`src/rtl/dvid_timing_pkg.sv`:
```
// ============================================================================
// Module      : dvid_timing_pkg
// Description : 640x480@60 timing constants, control codes and helpers.
// Revision    : 1.0 - initial release
// ============================================================================
`default_nettype none

package dvid_timing_pkg;

  localparam int c_h_active = 640;
  localparam int c_h_fp     = 16;
  localparam int c_h_sync   = 96;
  localparam int c_h_bp     = 48;
  localparam int c_v_active = 480;
  localparam int c_v_fp     = 10;
  localparam int c_v_sync   = 2;
  localparam int c_v_bp     = 33;

  localparam int c_cnt_max  = 2047;

  // {vsync,hsync} control codes for the default active-low sync polarity
  localparam logic [1:0] c_ctl_idle   = 2'b11;
  localparam logic [1:0] c_ctl_hsync  = 2'b10;
  localparam logic [1:0] c_ctl_vsync  = 2'b01;
  localparam logic [1:0] c_ctl_vhsync = 2'b00;

  typedef struct packed {
    logic blank;
    logic vsync;
    logic hsync;
  } ctl_t;

  function automatic logic in_window(input logic [10:0] pos,
                                     input logic [10:0] lo,
                                     input logic [10:0] hi);
    return (pos >= lo) && (pos < hi);
  endfunction

endpackage

`default_nettype wire

```
`src/rtl/dvid_delay.sv`:
```
// ============================================================================
// Module      : dvid_delay
// Description : WIDTH x DEPTH shift register with synchronous reset value.
// Revision    : 1.0 - initial release
// ============================================================================
`default_nettype none

module dvid_delay #(
  parameter int               WIDTH   = 3,
  parameter int               DEPTH   = 2,
  parameter logic [WIDTH-1:0] RST_VAL = '0
) (
  input  logic             clk,
  input  logic             reset,
  input  logic [WIDTH-1:0] din,
  output logic [WIDTH-1:0] dout
);

  logic [WIDTH-1:0] r_stage [DEPTH];

  always_ff @(posedge clk) begin
    if (reset) begin
      for (int i = 0; i < DEPTH; i++) begin
        r_stage[i] <= RST_VAL;
      end
    end else begin
      r_stage[0] <= din;
      for (int i = 1; i < DEPTH; i++) begin
        r_stage[i] <= r_stage[i-1];
      end
    end
  end

  assign dout = r_stage[DEPTH-1];

endmodule

`default_nettype wire

```
`src/rtl/dvid_timing.sv`:
```
// ============================================================================
// Module      : dvid_timing
// Description : DVI/TMDS raster timing generator with latency-aligned controls.
// Revision    : 1.0 - initial release
// ============================================================================
`default_nettype none

module dvid_timing
  import dvid_timing_pkg::*;
#(
  parameter int H_ACTIVE = c_h_active,
  parameter int H_FP     = c_h_fp,
  parameter int H_SYNC   = c_h_sync,
  parameter int H_BP     = c_h_bp,
  parameter int V_ACTIVE = c_v_active,
  parameter int V_FP     = c_v_fp,
  parameter int V_SYNC   = c_v_sync,
  parameter int V_BP     = c_v_bp,
  parameter int HS_POL   = 0,
  parameter int VS_POL   = 0,
  parameter int LATENCY  = 2
) (
  input  logic        clk,
  input  logic        reset,
  output logic [10:0] hcount,
  output logic [10:0] vcount,
  output logic        pix_req,
  output logic        frame_start,
  output logic        blank,
  output logic [1:0]  c,
  output logic [7:0]  frame_count
);

  localparam int c_h_total = H_ACTIVE + H_FP + H_SYNC + H_BP;
  localparam int c_v_total = V_ACTIVE + V_FP + V_SYNC + V_BP;

  localparam logic [10:0] c_h_last = 11'(c_h_total - 1);
  localparam logic [10:0] c_v_last = 11'(c_v_total - 1);
  localparam logic [10:0] c_h_vis  = 11'(H_ACTIVE);
  localparam logic [10:0] c_v_vis  = 11'(V_ACTIVE);
  localparam logic [10:0] c_hs_lo  = 11'(H_ACTIVE + H_FP);
  localparam logic [10:0] c_hs_hi  = 11'(H_ACTIVE + H_FP + H_SYNC);
  localparam logic [10:0] c_vs_lo  = 11'(V_ACTIVE + V_FP);
  localparam logic [10:0] c_vs_hi  = 11'(V_ACTIVE + V_FP + V_SYNC);
  localparam logic        c_hs_on  = 1'(HS_POL);
  localparam logic        c_vs_on  = 1'(VS_POL);
  localparam ctl_t        c_ctl_rst = '{blank: 1'b1, vsync: ~c_vs_on, hsync: ~c_hs_on};

  if (c_h_total > c_cnt_max || c_v_total > c_cnt_max) begin : g_bad_total
    $error("dvid_timing: H_TOTAL/V_TOTAL exceed 11-bit counter range");
  end

  if (LATENCY < 1 || LATENCY > 4) begin : g_bad_latency
    $error("dvid_timing: LATENCY must be in 1..4");
  end

  logic [10:0] r_hcount;
  logic [10:0] r_vcount;
  logic [10:0] w_hcount_nxt;
  logic [10:0] w_vcount_nxt;
  logic        w_h_wrap;
  logic        w_v_wrap;
  logic        r_pix_req;
  logic        r_frame_start;
  logic        r_run;
  logic [7:0]  r_frame_count;
  ctl_t        w_ctl_in;
  ctl_t        w_ctl_out;

  always_comb begin
    w_h_wrap     = (r_hcount == c_h_last);
    w_v_wrap     = w_h_wrap && (r_vcount == c_v_last);
    w_hcount_nxt = w_h_wrap ? 11'd0 : r_hcount + 11'd1;
    w_vcount_nxt = r_vcount;
    if (w_v_wrap) begin
      w_vcount_nxt = 11'd0;
    end else if (w_h_wrap) begin
      w_vcount_nxt = r_vcount + 11'd1;
    end
  end

  // Reset parks the counters on the last pixel so the first live edge lands
  // on (0,0); that reset-exit wrap is not a completed frame, hence r_run.
  always_ff @(posedge clk) begin
    if (reset) begin
      r_hcount      <= c_h_last;
      r_vcount      <= c_v_last;
      r_pix_req     <= 1'b0;
      r_frame_start <= 1'b0;
      r_frame_count <= 8'd0;
      r_run         <= 1'b0;
    end else begin
      r_hcount      <= w_hcount_nxt;
      r_vcount      <= w_vcount_nxt;
      r_pix_req     <= (w_hcount_nxt < c_h_vis) && (w_vcount_nxt < c_v_vis);
      r_frame_start <= w_v_wrap;
      r_run         <= 1'b1;
      if (w_v_wrap && r_run) begin
        r_frame_count <= r_frame_count + 8'd1;
      end
    end
  end

  always_comb begin
    w_ctl_in.blank = ~r_pix_req;
    w_ctl_in.hsync = in_window(r_hcount, c_hs_lo, c_hs_hi) ? c_hs_on : ~c_hs_on;
    w_ctl_in.vsync = in_window(r_vcount, c_vs_lo, c_vs_hi) ? c_vs_on : ~c_vs_on;
  end

  dvid_delay #(
    .WIDTH   (3),
    .DEPTH   (LATENCY),
    .RST_VAL (c_ctl_rst)
  ) u_delay (
    .clk   (clk),
    .reset (reset),
    .din   (w_ctl_in),
    .dout  (w_ctl_out)
  );

  assign hcount      = r_hcount;
  assign vcount      = r_vcount;
  assign pix_req     = r_pix_req;
  assign frame_start = r_frame_start;
  assign frame_count = r_frame_count;
  assign blank       = w_ctl_out.blank;
  assign c           = {w_ctl_out.vsync, w_ctl_out.hsync};

endmodule

`default_nettype wire

```
`config.mk`:
```
export PLATFORM = sky130hd
export DESIGN_NAME = dvid_timing
export DESIGN_NICKNAME = d
export VERILOG_FILES = /design/src/rtl/dvid_timing_pkg.sv /design/src/rtl/dvid_delay.sv /design/src/rtl/dvid_timing.sv
export SDC_FILE = /design/constraint.sdc
export NUM_CORES = 1
export LEC_CHECK = 0
export CELL_PAD_IN_SITES_DETAIL_PLACEMENT = 1
export CELL_PAD_IN_SITES_GLOBAL_PLACEMENT = 1
export CORE_MARGIN = 3
export CORE_UTILIZATION = 37
export CTS_BUF_LIST = sky130_fd_sc_hd__clkbuf_4 sky130_fd_sc_hd__clkbuf_8 sky130_fd_sc_hd__clkbuf_16
export DETAILED_ROUTE_END_ITERATION = 12
export HOLD_SLACK_MARGIN = 0.1
export PLACE_DENSITY = 0.8
export SYNTH_ARGS = -nofsm -noshare
export SYNTH_HDL_FRONTEND = slang
export SYNTH_HIERARCHICAL = 1
export SYNTH_SLANG_ARGS = --single-unit
```
`constraint.sdc`:
```
create_clock -name clk -period 3.07 [get_ports clk]
set_input_delay 0.614 -clock clk [delete_from_list [all_inputs] [get_ports clk]]
set_output_delay 0.614 -clock clk [all_outputs]
set_load 0.05 [all_outputs]
```
=== Word-level counts from Yosys, hierarchy flattened ===
Memories as Yosys holds them, arrays and structs flattened.
Index checks and enable logic that the tools add are counted.

* Bits in registers: 33
* Bits in writable memories: 6
* Bits of input ports: 2
* Logic and storage cells: 36
* Memories kept: 1

* Add/sub/neg operators: 3
* $lt $le $gt $ge: 6
* Equal/unequal tests: 2
* Mux-type cells: 10
* Bitwise operators: 3
* Reductions and logical operators: 5

{| class="wikitable"
|+ Memories
! memory !! depth !! bits a word !! read ports !! clocked after Yosys merged registers in !! write ports !! line !! RTL
|-
| u_delay.r_stage || 2 || 3 || 2 || 0 || 2 || dvid_delay.sv:19 || <nowiki>logic [WIDTH-1:0] r_stage [DEPTH];</nowiki>
|}

{| class="wikitable"
|+ Operator list
! cell !! number
|-
| 2-to-1 mux 11 bit || 3
|-
| adder 11 x 1 -> 11 bit (second input constant) || 2
|-
| equality test 11 x 10 -> 1 bit (second input constant) || 2
|-
| < comparator 11 x 10 -> 1 bit (second input constant) || 2
|-
| < comparator 11 x 9 -> 1 bit (second input constant) || 2
|-
| greater-or-equal comparator 11 x 10 -> 1 bit (second input constant) || 1
|-
| greater-or-equal comparator 11 x 9 -> 1 bit (second input constant) || 1
|-
| adder 8 x 1 -> 8 bit (second input constant) || 1
|-
| 2-to-1 mux 3 bit || 2
|-
| logical AND 1 bit || 5
|-
| 2-to-1 mux 1 bit || 5
|-
| bitwise OR 1 bit || 2
|-
| inverter 1 bit || 1
|}

=== Longest topological paths before layout ===
Gate-level depths: netlist (run 1).

* Depth in word-level cells: 5
* Mapped depth: 8
* Mapped depth without buffers: 8

=== Modules after synthesis ===
Netlist (run 1), hierarchy kept.

{| class="wikitable"
|+ By module, submodules not included
! module !! times used !! cells each !! area each (um^2)
|-
| dvid_timing || 1 || 193 || 1619.1
|-
| dvid_delay || 1 || 15 || 180.2
|}

=== Worst setup path before layout (run 1) ===
OpenSTA, ideal clock, no wires.

* Path kind: flip-flop to flip-flop
* Start point: reg r_hcount[4], in the netlist hcount[4]
* End point: reg r_frame_count[7], in the netlist frame_count[7]
* Setup time: 0.071 ns
* Arrival time: 2.771 ns
* Slack: 0.228 ns
* Cell stages (with the launch flop): 8
* Clock period less this slack: 2.842 ns
* Cells stage by stage: dfxtp_1 -> buf_4 -> or4b_4 -> or4_4 -> nor4_4 -> nand3_1 -> or3_1 -> a21oi_1

* Longest elaborated chain between the ends: 3

{| class="wikitable"
|+ RTL lines
! item !! line !! RTL
|-
| start, declared || dvid_timing.sv:57 || <nowiki>logic [10:0] r_hcount;</nowiki>
|-
| start signal, assigned || dvid_timing.sv:86 || <nowiki>r_hcount <= c_h_last;</nowiki>
|-
| start signal, assigned || dvid_timing.sv:93 || <nowiki>r_hcount <= w_hcount_nxt;</nowiki>
|-
| equality test 11 x 10 -> 1 bit || dvid_timing.sv:71 || <nowiki>w_h_wrap = (r_hcount == c_h_last);</nowiki>
|-
| logical AND 1 bit || dvid_timing.sv:72 || <nowiki>w_v_wrap = w_h_wrap && (r_vcount == c_v_last);</nowiki>
|-
| logical AND 1 bit || dvid_timing.sv:98 || <nowiki>if (w_v_wrap && r_run) begin</nowiki>
|-
| end signal, assigned || dvid_timing.sv:99 || <nowiki>r_frame_count <= r_frame_count + 8'd1;</nowiki>
|-
| end, declared || dvid_timing.sv:66 || <nowiki>logic [7:0] r_frame_count;</nowiki>
|}

No other way between the ends.
A chain may end at the register's enable or synchronous reset.

=== Final worst setup path (run 1) ===
Ends and elaborated chain as after synthesis.

==> impl_metrics.toml, run 1 <==
[critical_path]
path_delay_family = "simple AND/OR/NAND/NOR gates"
r2r_cells = 6
arrival_ns = 2.82
cp_cell_sequence = "or4b_4 -> or4_4 -> nor4_4 -> nand3_1 -> or3_1 -> a21oi_1"
crit_buf_inv = 0
cp-start-kind = "register"
endpoint_kind = "register"
path_class = "register to register"
r2r-start = "hcount[4]$_SDFF_PP1_"
critPathSlowestCell = "or4_4"
cp_max_fo = 8
regToRegEndpoint = "frame_count[7]$_SDFFE_PP0P_"
cp.required_ns = 3.30
critPathMaxStageDelay_ns = 0.57
r2r_slack_ns = 0.48

[floorplan]
rows = 24
io_pins = 37
die_h_um = 75.7
dieArea_mm2 = 0.00574
start_util_pct = 39.7
die_w_um = 75.7
core_mm2 = 0.00453

[hold_path]
hold_start = "u_delay/r_stage[0][2]$_SDFF_PP1_"
min_path_cells = 1
hp-class = "register to register"
holdPathEnd = "u_delay/r_stage[0][5]$_SDFF_PP1_"

[clocking]
numCtsBuffers = 5
clockBufferDepth = 2
path_clk_slew_ns = 0.07
htree_levels = 2
clockRootBuffer = "clkbuf_8"
clock_sinks = 39
ctsHoldBuffers = 0
clk_latency_ns = 0.29
cts_tree = "built"
ctsResizeCount = 0
post-cts-setup-buffers = 0

[logic_synthesis]
ys_seq_area_share_pct = 43.4
ys_ff_latch = 39
synth_top_cell_area_share_pct = 43.4
async_reset_ff_share_pct = 0
synth_top_area_cell = "dfxtp_1"
syn_area_mm2 = 0.00180
synthTopCellsByArea = "dfxtp_1, xnor2_1, nor2_1, ha_1, xor2_1"
syn_nets = 216
syn_avg_cell_area_um2 = 8.65
synth-main-ff-cell = "dfxtp_1"
yosysWarnings = 6
synth_edf_count = 0
syn_inst = 208
synth_cell_types = 33

[layout]
utilization_pct = 50.4
mostFrequentLayoutCells = "dfxtp_1, clkdlybuf4s50_1, nor2_1, nand2_1, xnor2_1"
nets = 251
fin_area_mm2 = 0.00229
mostFrequentLayoutCell = "dfxtp_1"
instances_no_fill = 309
area_growth_pct = 27.1
n_antenna_cell = 0
drive_gt1_share_pct = 6.15

[routing]
drc = 0
routedWlPerCell_um = 14.3
vias = 1556
via_per_inst = 5.04
ant_nets = 0
dr.pass1.iters = 4
drt_iter0_drc = 45
drt_wl_total_um = 4410

[sta]
setup_ws_ns = 0.480
grt_setup_unrepaired = "no"
fin_crit_ns = 2.59
worstMarginPinSlew_ns = 0.576
hold_viol = 0
holdWs_ns = 0.408
post-route-period-util_pct = 84.4
relSlewSlack_pct = 61.2
finalSetupViolations = 0
max_freq_mhz = 386
slew_violations = 0
fin_skew_ns = 0.00654
setup_tns_ns = 0

[place]
dp_cells = 301
dp_hpwl_um = 3300
post-place-ws_ns = 0.483
dpl_cell_area_mm2 = 0.00220
numPortBuffers = 36
globalplace.congestion = 0.796

[global_routing]
grt_pass1_wl_um = 7620
grt_pass1_vias = 1602
grt.overflow.total = 0
antenna_found_initial = 0
grt_max_degree = 21
track_usage_pct = 17.6

[outcome]
status = "complete, no violations"

[pwr]
p_per_area_mw_per_mm2 = 901
totalPowerFinal_mw = 2.06
irDropWorstVdd_mv = 0.593
leakage_nw = 0.850

[job]
cap_violations = 0
-- synthesized netlist by cell type (2+ instances only) --
library cell and count:
a21oi_1 5, a31oi_1 2, and3_1 3, buf_4 4, clkbuf_1 6, dfxtp_1 39
ha_1 6, inv_1 13, mux2i_1 2, nand2_1 15, nand2b_1 2, nand3_1 12
nand4_1 6, nor2_1 26, nor3_1 8, nor4_1 3, nor4b_1 3, o2111ai_1 2
o21ai_0 10, or2_1 6, or3_1 3, xnor2_1 14, xor2_1 8
-- power by group --
| part | total (mW) | switching, mW | internal, mW |
|---|---|---|---|
| sequential | 0.734 | 0.137 | 0.596 |
| combinational | 0.990 | 0.629 | 0.360 |
| clock | 0.337 | 0.181 | 0.155 |
| total | 2.06 | 0.948 | 1.11 |
-- logic make-up (layout without fill, tap and decap cells) --
group                    count (synthesis)  after routing  share of synthesized area [%]
flip-flops                              39             39                           43.4
buffers and inverters                   23             59                           5.63
adder cells (fa/ha/maj)                  6              6                           4.17
AND/OR/NAND/NOR                         94             94                           27.7
AO/OA/AOI/OAI                           22             22                           7.23
XOR/XNOR                                22             22                           10.7
multiplexers                             2              2                           1.11
-- worst max-delay path by stage --
stage | startpoint | to | slack [ns] | depth (start not counted)
finish | hcount[4]$_SDFF_PP1_ | frame_count[7]$_SDFFE_PP0P_ | 0.48 | 6
global route | hcount[4]$_SDFF_PP1_ | frame_count[6]$_SDFFE_PP0P_ | 0.34 | 6
CTS | hcount[4]$_SDFF_PP1_ | frame_count[7]$_SDFFE_PP0P_ | 0.47 | 6
detailed placement | hcount[4]$_SDFF_PP1_ | frame_count[7]$_SDFFE_PP0P_ | 0.48 | 6
global placement | hcount[4]$_SDFF_PP1_ | frame_count[7]$_SDFFE_PP0P_ | 0.57 | 6
floorplan | hcount[4]$_SDFF_PP1_ | frame_count[7]$_SDFFE_PP0P_ | 0.23 | 7
-- registers in the layout (all words and copies together) (netlist names) --
signal           count
r_run                1
vcount              11
pix_req              1
u_delay/r_stage      6
hcount              11
frame_start          1
frame_count          8
-- cell type report --
type	instances	area [µm²]
fillers	552	2250
multi-input cells	146	917
flip-flops and latches	39	781
repair buffers	38	375
well taps	65	81.3
clock buffers	5	68.8
inverters	13	48.8
clock inverters	3	15.0
-- metal layers --
metal,share of wire (%),track usage (%),up-vias,wire (µm)
li1,-,-,776,-
met1,48,22.2,747,2100
met2,48,29.1,27,2100
met3,3.2,4.35,6,141
met4,1.4,6.60,0,61
met5,0,0,-,0
Note: power is estimated with default switching activity, not from simulation.
==> inputs of run 2 (changes only) <==
--- a/config.mk
+++ b/config.mk
@@ -8,11 +8,11 @@
 export CELL_PAD_IN_SITES_DETAIL_PLACEMENT = 1
 export CELL_PAD_IN_SITES_GLOBAL_PLACEMENT = 1
 export CORE_MARGIN = 3
-export CORE_UTILIZATION = 37
+export CORE_UTILIZATION = 34
 export CTS_BUF_LIST = sky130_fd_sc_hd__clkbuf_4 sky130_fd_sc_hd__clkbuf_8 sky130_fd_sc_hd__clkbuf_16
 export DETAILED_ROUTE_END_ITERATION = 12
 export HOLD_SLACK_MARGIN = 0.1
-export PLACE_DENSITY = 0.8
+export PLACE_DENSITY = 0.77
 export SYNTH_ARGS = -nofsm -noshare
 export SYNTH_HDL_FRONTEND = slang
 export SYNTH_HIERARCHICAL = 1
==> constraint.sdc (replaced) <==
create_clock -name clk -period 2.32 [get_ports clk]
set_input_delay 0.464 -clock clk [delete_from_list [all_inputs] [get_ports clk]]
set_output_delay 0.464 -clock clk [all_outputs]
set_load 0.05 [all_outputs]
==> run 2 against run 1 <==
Against the previous run:
- sequential power up 26%
- sequential share of layout area down 1.8 points
- flip-flop and latch count unchanged
- clock skew decreased by 0.0028 ns
- clock power is 73% higher
- die area rose by 8.1%
- first-iteration DRC count grew 31%
- global-route usage decreased by 1.5 points
- hold slack improved by 0.0016 ns
- wire length increased by 4.7%
- non-clock buffer count rose by 15
- critical endpoint unchanged
==> impl_metrics.toml, run 2 (same netlist as run 1, synthesis figures left out) <==
[outcome]
status = "complete, no violations"

[critical_path]
path_class = "register to register"
endpoint_kind = "register"
cp_max_fo = 5
cp_cell_sequence = "or4b_4 -> or4_4 -> nor4_4 -> nand3_2 -> or3_1 -> a21oi_1"
critPathMaxStageDelay_ns = 0.56
critPathSlowestCell = "or4b_4"
cp.required_ns = 2.54
arrival_ns = 2.50
cp-start-kind = "register"

[layout]
seq_area_um2 = 798
multiInputGateArea_um2 = 932
utilization_pct = 50.3
mostFrequentLayoutCell = "clkdlybuf4s50_1"
n_antenna_cell = 0
nets = 266
num-fill-cells = 606
instances_no_fill = 326
area_growth_pct = 37.2
drive_gt1_share_pct = 16.2
mostFrequentLayoutCells = "clkdlybuf4s50_1, dfxtp_1, nor2_1, buf_4"

[routing]
vias = 1669
ant_nets = 0
drc = 0
drt_wl_total_um = 4620
drt_iter0_drc = 59
via_per_inst = 5.12
dr.pass1.iters = 4
routedWlPerCell_um = 14.2

[global_routing]
met3_usage_pct = 3.63
grt_pass1_wl_um = 7910
grt_busiest_layer = "met2"
grt.overflow.total = 0
grtUsageMet1_pct = 20.3
grt_max_degree = 15
grt_pass1_vias = 1661
antenna_found_initial = 0
use_met2_pct = 27.1
track_usage_pct = 16.1

[floorplan]
core_mm2 = 0.00491
die_w_um = 78.7
start_util_pct = 36.6
die_h_um = 78.7
dieArea_mm2 = 0.00620
io_pins = 37
rows = 25

[sta]
worstMarginPinSlew_ns = 0.510
max_freq_mhz = 440
slew_violations = 0
relSlewSlack_pct = 65.9
fin_crit_ns = 2.28
grt_setup_unrepaired = "yes"
hold_viol = 0
fin_skew_ns = 0.00371
post-route-period-util_pct = 98.1
finalSetupViolations = 0

[hold_path]
hp-class = "register to register"

[clocking]
clockBufferDepth = 2
cts_tree = "built"
clk_latency_ns = 0.29
path_clk_slew_ns = 0.08
htree_levels = 2
clockRootBuffer = "clkbuf_8"
clock_sinks = 39
numCtsBuffers = 5
ctsHoldBuffers = 0

[pwr]
p_sw_mw = 1.29
leakage_nw = 0.935
internal_power_mw = 1.75
p_per_area_mw_per_mm2 = 1230
power_frac_comb_pct = 50.3
switching_share_pct = 42.5
irDropWorstVdd_mv = 0.698
totalPowerFinal_mw = 3.04
pwr-share-seq_pct = 30.5
clkPwrFrac_pct = 19.2

[place]
dp_cells = 316
dp_hpwl_um = 3410
globalplace.congestion = 0.793
numPortBuffers = 36

[job]
cap_violations = 0
[run 2: changes by cell type in the layout (fill, tap and decap cells not counted)]
cell	change
buf_4	+15
dfxtp_1	-8
dfxtp_2	+5
dfxtp_4	+3
clkinv_2	-2
nand3_1	-2
nand3_2	+2
bufinv_16	+1
clkbuf_8	+1
nand2_1	-1
nand2_2	+1
nor2_1	-1
nor2_2	+1
[run 2: power by group through the flow]
| stage | clock (mW) | combinational (mW) | sequential, mW |
|---|---|---|---|
| after floorplan | 0 | 0.606 | 1.32 |
| after detailed placement | 0 | 1.51 | 0.939 |
| after global placement | 0 | 1.48 | 0.937 |
| final | 0.584 | 1.53 | 0.927 |
| after global routing | 0.633 | 1.66 | 0.949 |
| after CTS | 0.602 | 1.52 | 0.925 |
[run 2: routing by layer]
metal  up-vias  routed length [µm]
met1       816                2100
met4         0                  53
met3         7                 225
met2        44                2240
met5         -                   0
li1        802                   -
[run 2: repair_timing]
item	4_1_cts	5_1_grt
endpoints found under the setup margin	1	4
resized for setup	0	4
pin swaps	0	0
setup buffers	0	2
[run 2: cell type report]
class	count	area share, %
inverter	13	1.98
clock inverter	2	1.42
clock buffer	6	3.35
timing repair buffer	53	19.8
sequential	39	32.3
tap	67	3.40
multi-input combinational	146	37.8
[run 2: stage by stage]
stage | area [µm²] | hold slack [ns] | setup slack [ns] | setup TNS, ns
after floorplan | 1820 | 0.383 | -0.0619 | -0.120
after global placement | 2320 | 0.386 | 0.0879 | 0
after detailed placement | 2320 | 0.395 | 0.0273 | 0
after CTS | 2440 | 0.413 | -0.000830 | -0.000830
after global routing | 2470 | 0.425 | -0.0929 | -0.182
final | 2470 | 0.410 | 0.0447 | 0
[run 2: path summary, 6_finish.rpt]
path              slack [ns]                             start                                to  cells past startpoint
setup / recovery        0.04              hcount[5]$_SDFF_PP0_       frame_count[7]$_SDFFE_PP0P_                      6
hold / removal          0.41  u_delay/r_stage[0][0]$_SDFF_PP1_  u_delay/r_stage[0][3]$_SDFF_PP1_                      1
setup reg to reg        0.04              hcount[5]$_SDFF_PP0_       frame_count[7]$_SDFFE_PP0P_                      6
hold reg to reg         0.41  u_delay/r_stage[0][0]$_SDFF_PP1_  u_delay/r_stage[0][3]$_SDFF_PP1_                      1
[run 2: worst max-delay path, delay by kind of cell, from the launching register on]
| family | cells | cell delay [ns] |
|---|---|---|
| AND/OR/NAND/NOR | 5 | 1.75 |
| flip-flops | 1 | 0.32 |
| AO/OA/AOI/OAI | 1 | 0.14 |
==> inputs of run 3 (changes only) <==
--- a/config.mk
+++ b/config.mk
@@ -11,6 +11,7 @@
 export CORE_UTILIZATION = 34
 export CTS_BUF_LIST = sky130_fd_sc_hd__clkbuf_4 sky130_fd_sc_hd__clkbuf_8 sky130_fd_sc_hd__clkbuf_16
 export DETAILED_ROUTE_END_ITERATION = 12
+export GPL_ROUTABILITY_DRIVEN = 0
 export HOLD_SLACK_MARGIN = 0.1
 export PLACE_DENSITY = 0.77
 export SYNTH_ARGS = -nofsm -noshare
==> results of run 3 <==
Same layout as run 2: the final DEF is identical, and so are final timing and power.
